<file path="config.mk">
export PLATFORM = sky130hd
export DESIGN_NAME = ex_mem_stage
export DESIGN_NICKNAME = d
export VERILOG_FILES = /design/src/rtl/ex_mem_stage.sv
export SDC_FILE = /design/constraint.sdc
export NUM_CORES = 1
export LEC_CHECK = 0
export ABC_AREA = 1
export BUFFER_PORTS_ARGS = -buffer_cell sky130_fd_sc_hd__buf_2
export CAP_MARGIN = 20
export CORE_MARGIN = 3
export CORE_UTILIZATION = 40
export DETAILED_ROUTE_END_ITERATION = 8
export SLEW_MARGIN = 20
export SYNTH_ARGS = -nofsm -noshare
export SYNTH_HDL_FRONTEND = slang
export SYNTH_SLANG_ARGS = --single-unit
</file>
<file path="constraint.sdc">
create_clock -name clk -period 2.6 [get_ports clk]
set_input_delay 0.13 -clock clk [delete_from_list [all_inputs] [get_ports clk]]
set_output_delay 0.13 -clock clk [all_outputs]
set_load 0.03 [all_outputs]
</file>
<file path="src/rtl/ex_mem_stage.sv">
// ---------------------------------------------------------------------------
// ex_mem_stage
//
// Pipeline register between the 16-bit ALU and the memory/writeback stage.
// Results from the ALU are held in a two-entry skid buffer (head + skid)
// under a valid/ready handshake. The stage also keeps the architectural
// carry/zero/equal status register and exposes the head entry as a
// forwarding tap. A flush discards everything buffered plus the entry
// offered in the same cycle.
//
// Ports
//   clk, rst                  clock, asynchronous active-high reset
//   in_valid / in_ready       upstream handshake
//   in_result, in_cout,
//   in_zero, in_equal, in_op  ALU result, status bits and control code
//   in_rd, in_wb_en,
//   in_mem_rd, in_mem_wr,
//   in_store_data             destination and memory-control fields
//   flush                     drop all buffered and incoming entries
//   out_valid / out_ready     downstream handshake
//   out_*                     head entry fields
//   flag_carry/zero/equal     status register
//   fwd_valid/fwd_rd/
//   fwd_result                forwarding tap (head entry with wb_en set)
// ---------------------------------------------------------------------------
// state   | meaning
// --------+---------------------------------------------
// S_EMPTY | no entry buffered, head invalid
// S_ONE   | head holds the only entry
// S_FULL  | head and skid both hold entries, in_ready low
// ---------------------------------------------------------------------------
module ex_mem_stage #(
    parameter int DATA_WIDTH = 16,
    parameter int OP_SIZE    = 4,
    parameter int RA_WIDTH   = 4
) (
    input  logic                  clk,
    input  logic                  rst,

    input  logic                  in_valid,
    output logic                  in_ready,
    input  logic [DATA_WIDTH-1:0] in_result,
    input  logic                  in_cout,
    input  logic                  in_zero,
    input  logic                  in_equal,
    input  logic [OP_SIZE-1:0]    in_op,
    input  logic [RA_WIDTH-1:0]   in_rd,
    input  logic                  in_wb_en,
    input  logic                  in_mem_rd,
    input  logic                  in_mem_wr,
    input  logic [DATA_WIDTH-1:0] in_store_data,

    input  logic                  flush,

    output logic                  out_valid,
    input  logic                  out_ready,
    output logic [DATA_WIDTH-1:0] out_result,
    output logic [DATA_WIDTH-1:0] out_store_data,
    output logic [RA_WIDTH-1:0]   out_rd,
    output logic                  out_wb_en,
    output logic                  out_mem_rd,
    output logic                  out_mem_wr,

    output logic                  flag_carry,
    output logic                  flag_zero,
    output logic                  flag_equal,

    output logic                  fwd_valid,
    output logic [RA_WIDTH-1:0]   fwd_rd,
    output logic [DATA_WIDTH-1:0] fwd_result
);

    localparam logic [1:0] S_EMPTY = 2'd0;
    localparam logic [1:0] S_ONE   = 2'd1;
    localparam logic [1:0] S_FULL  = 2'd2;

    localparam logic [OP_SIZE-1:0] OP_COMP = OP_SIZE'(11);

    typedef struct packed {
        logic [DATA_WIDTH-1:0] result;
        logic [DATA_WIDTH-1:0] store_data;
        logic [RA_WIDTH-1:0]   rd;
        logic                  wb_en;
        logic                  mem_rd;
        logic                  mem_wr;
    } entry_t;

    logic [1:0] state;
    entry_t     head;
    entry_t     skid;
    entry_t     in_entry;
    logic       accept;
    logic       retire;

    always_comb begin
        in_entry            = '0;
        in_entry.result     = in_result;
        in_entry.store_data = in_store_data;
        in_entry.rd         = in_rd;
        in_entry.wb_en      = in_wb_en;
        in_entry.mem_rd     = in_mem_rd;
        in_entry.mem_wr     = in_mem_wr;
    end

    // in_ready comes straight from the state register, so it never
    // depends combinationally on out_ready.
    assign in_ready  = (state != S_FULL);
    assign out_valid = (state != S_EMPTY);

    assign accept = in_valid & in_ready & ~flush;
    assign retire = out_valid & out_ready;

    always_ff @(posedge clk or posedge rst) begin
        if (rst) begin
            state <= S_EMPTY;
            head  <= '0;
            skid  <= '0;
        end else if (flush) begin
            // A retire in this cycle has already been taken downstream;
            // everything else, including the offered entry, is dropped.
            state <= S_EMPTY;
            head  <= '0;
            skid  <= '0;
        end else begin
            case (state)
                S_EMPTY: begin
                    if (accept) begin
                        head  <= in_entry;
                        state <= S_ONE;
                    end
                end
                S_ONE: begin
                    case ({accept, retire})
                        2'b10: begin
                            skid  <= in_entry;
                            state <= S_FULL;
                        end
                        2'b01: state <= S_EMPTY;
                        2'b11: head  <= in_entry;
                        default: ;
                    endcase
                end
                S_FULL: begin
                    if (retire) begin
                        head  <= skid;
                        state <= S_ONE;
                    end
                end
                default: state <= S_EMPTY;
            endcase
        end
    end

    // Status register follows accepted entries only; a flush does not
    // roll it back, it only blocks the update for the flush-cycle entry.
    always_ff @(posedge clk or posedge rst) begin
        if (rst) begin
            flag_carry <= 1'b0;
            flag_zero  <= 1'b0;
            flag_equal <= 1'b0;
        end else if (accept) begin
            if (in_op == OP_COMP) begin
                flag_equal <= in_equal;
            end else begin
                flag_carry <= in_cout;
                flag_zero  <= in_zero;
            end
        end
    end

    assign out_result     = head.result;
    assign out_store_data = head.store_data;
    assign out_rd         = head.rd;
    assign out_wb_en      = head.wb_en;
    assign out_mem_rd     = head.mem_rd;
    assign out_mem_wr     = head.mem_wr;

    assign fwd_valid  = out_valid & head.wb_en;
    assign fwd_rd     = head.rd;
    assign fwd_result = head.result;

endmodule

</file>
==> qor.json <==
{
  "synthToLayoutAreaGrowth_pct": 16.05,
  "max_freq_mhz": 459.6,
  "synth-warning-count": 0,
  "cp_cell_sequence": "inv_1 > ha_2 > inv_2 > o21ai_1 > nand2_2 > nand3_2 > buf_4 > nand2_1 > nand2_1",
  "die-width_um": 109.9,
  "cp.buffers_inverters": 3,
  "netlist-cell-type-count": 21,
  "global_route.usage.total_pct": 19.60,
  "std_cell_rows": 37,
  "setup-tns-final_ns": 0,
  "cts_h_tree_lvls": 3,
  "diodes": 0,
  "endpoints_failing_hold": 0,
  "post_drt_wl_per_cell_um": 14.71,
  "number_of_max_capacitance_violations_reported": 0,
  "timing.critical_path.required_ns": 2.89,
  "tritoncts.num_buffers": 9,
  "synthArstFlopShare_pct": 100.0,
  "cts.clk_slew.worst_paths_ns": 0.09,
  "numPlacedInstances": 755,
  "design.final.nets": 688,
  "critical_path_fanouts_max": 20,
  "synthMostInstantiatedCell": "nand2_1",
  "die-area_mm2": 0.01208,
  "synthTopCellsByCount": "130 x nand2_1, 84 x nor2_1, 83 x dfrtp_1, 82 x nand3_1, 42 x o21ai_0",
  "fraction_of_layout_cells_with_a_size_suffix_above_1_pct": 24.92,
  "start_to_end_type_of_the_worst_setup_path": "reg -> reg",
  "setup_repair_after_global_routing_missed_its_margin": "false",
  "final-max-slew-violation-count": 0,
  "hold_path_class": "in -> reg",
  "synth_register_bits": 83,
  "final_instance_count_excl_fillers": 774,
  "startpoint_type": "flip-flop",
  "period_share_pct": 83.69,
  "dominantRegCellSynth": "dfrtp_1",
  "syn-mean-instance-area_um2": 7.794,
  "synth_top_cell_area_share_pct": 48.10,
  "hpwlAfterDp_um": 7797,
  "synth_area_mm2": 0.004318,
  "grt_pass1_wl_um": 18450,
  "leakagePower_nw": 2.902,
  "drt-initial-drc-count": 266,
  "cts_buffer_depth": 2,
  "synth_net_count": 609,
  "post_synth_inst_count": 554,
  "finish.utilization_pct": 48.11,
  "initial_utilization_pct": 41.45,
  "crit_top_cell": "nand2_1",
  "detail_route.vias_per_cell": 5.096,
  "status": "completed",
  "multi_input_area_mm2": 0.001812,
  "dr_total_vias": 3944,
  "max-slew-margin-rel_pct": 51.10,
  "finalWirelength_um": 11390,
  "place.port_buffers": 115,
  "critPathMaxStageDelay_ns": 0.44,
  "power_density_mw_per_mm2": 1095,
  "timing.clock.skew_ns": 0.01337,
  "cell_area_after_layout_mm2": 0.005011,
  "clock_sinks": 83,
  "pin_count_of_the_biggest_net_entering_global_routing": 53,
  "tightestPinTransition_ns": 0.7335,
  "clockRootBuffer": "clkbuf_8",
  "vdd.ir_drop.worst_uv": 493.3,
  "setup.worst_path.end_class": "flip-flop",
  "first_global_vias": 3662,
  "cp_data_arrival_time_ns": 2.47,
  "grt_ovf": 0,
  "register_area_mm2": 0.002077,
  "dr.pass1.iters": 4,
  "antenna_found_initial": 0,
  "drcViolationCount": 0,
  "synth-seq-area-share_pct": 48.10,
  "synth_top_area_cell": "dfrtp_1",
  "clock_tree_from_tritoncts": "done",
  "synth_enable_flop_cells": 0,
  "top_delay_family_on_crit_path": "buffers and inverters",
  "core_area_mm2": 0.01042,
  "floorplan.die.height_um": 109.9,
  "fin_hold_ws_ns": 0.01234,
  "post_synth_main_area_contributors": "dfrtp_1 48%, nand2_1 11%, nand3_1 9.5%",
  "cts_resized": 0,
  "timing.final.crit_period_ns": 2.176,
  "setup_violations": 0,
  "critical-path-slowest-cell": "dfrtp_1",
  "postPlaceCellArea_mm2": 0.004806,
  "globalplace.congestion": 0.7966,
  "pin_count": 116,
  "antenna_violating_nets_post_route": 0,
  "filler_cell_count": 1057,
  "clk-insertion-delay-late_ns": 0.35
}
## worst min-delay path, cell delays in order
cell	delay [ns]
buf_2	0.09
nand3_1	0.06
nand2_1	0.06
## cell families after synthesis
group                    Yosys count  synth area share [%]
buffers and inverters             78                 10.11
AND/OR/NAND/NOR                  346                 35.64
adder cells (fa/ha/maj)            4                 1.159
flip-flops                        83                 48.10
AO/OA/AOI/OAI                     43                 4.984
## sequential cells by signal, indices dropped and copies added (netlist names)
name / count
state: 2
out_mem_rd: 1
flag_carry: 1
flag_equal: 1
fwd_result: 16
out_mem_wr: 1
skid: 39
flag_zero: 1
fwd_rd: 4
out_wb_en: 1
out_store_data: 16
## metrics by stage
stage	power (mW)	setup slack, ns
6_report	5.488	0.4240
5_1_grt	5.937	0.1916
4_1_cts	5.554	0.4328
2_1_floorplan	4.082	0.3332
3_3_place_gp	4.652	0.5563
3_5_place_dp	4.689	0.4687
## where the power goes
group / internal (mW) / leakage (nW) / switching (mW)
combinational: 0.751 / 1.71 / 2.03
clock: 0.352 / 0.0860 / 0.498
sequential: 1.64 / 1.11 / 0.216
## placed cells by master (no fill, tap or decap), drive strengths merged
cell type / Yosys / routed
nand2: 135 / 135
o21ai: 43 / 43
clkinv: 0 / 4
dlygate4sd3: 0 / 3
nor3: 1 / 1
clkinvlp: 0 / 2
inv: 14 / 15
nand4: 41 / 41
buf: 44 / 129
ha: 4 / 4
nor2: 86 / 86
clkbuf: 20 / 9
nand3: 83 / 83
dfrtp: 83 / 83
## final cells by class
type	count	area share, %
clock buffers	9	2.472
clock inverters	7	1.024
inverters	14	1.074
multi-input cells	393	36.15
flip-flops and latches	83	41.45
well taps	136	3.396
repair buffers	132	14.43
## path summary, 6_finish.rpt
| path | start | end | slack (ns) | cells past startpoint |
|---|---|---|---|---|
| max in group asynchronous | rst | out_mem_rd | 1.52 | 4 |
| hold / removal | in_store_data[7] | skid[14] | 0.01 | 3 |
| setup reg to reg | state[0] | fwd_result[14] | 0.42 | 9 |
| hold reg to reg | out_store_data[3] | out_store_data[3] | 0.49 | 2 |
| min in group asynchronous | rst | skid[10] | 0.41 | 3 |
| setup / recovery | state[0] | fwd_result[14] | 0.42 | 9 |
## per-layer routing
layer	wire length, µm	track usage, %	vias up	part of all wire (%)
met5	0	0	-	0
met4	172	7.035	0	1.5
met3	714	3.112	14	6.3
met2	5279	30.50	144	46
met1	5219	27.61	1814	46
li1	-	-	1972	-
## repair_timing
action                    in CTS  in global routing
hold endpoints to repair      41                  0
setup buffers                  0                  0
hold buffers                   3                  0
(Power assumes the default switching activity.)
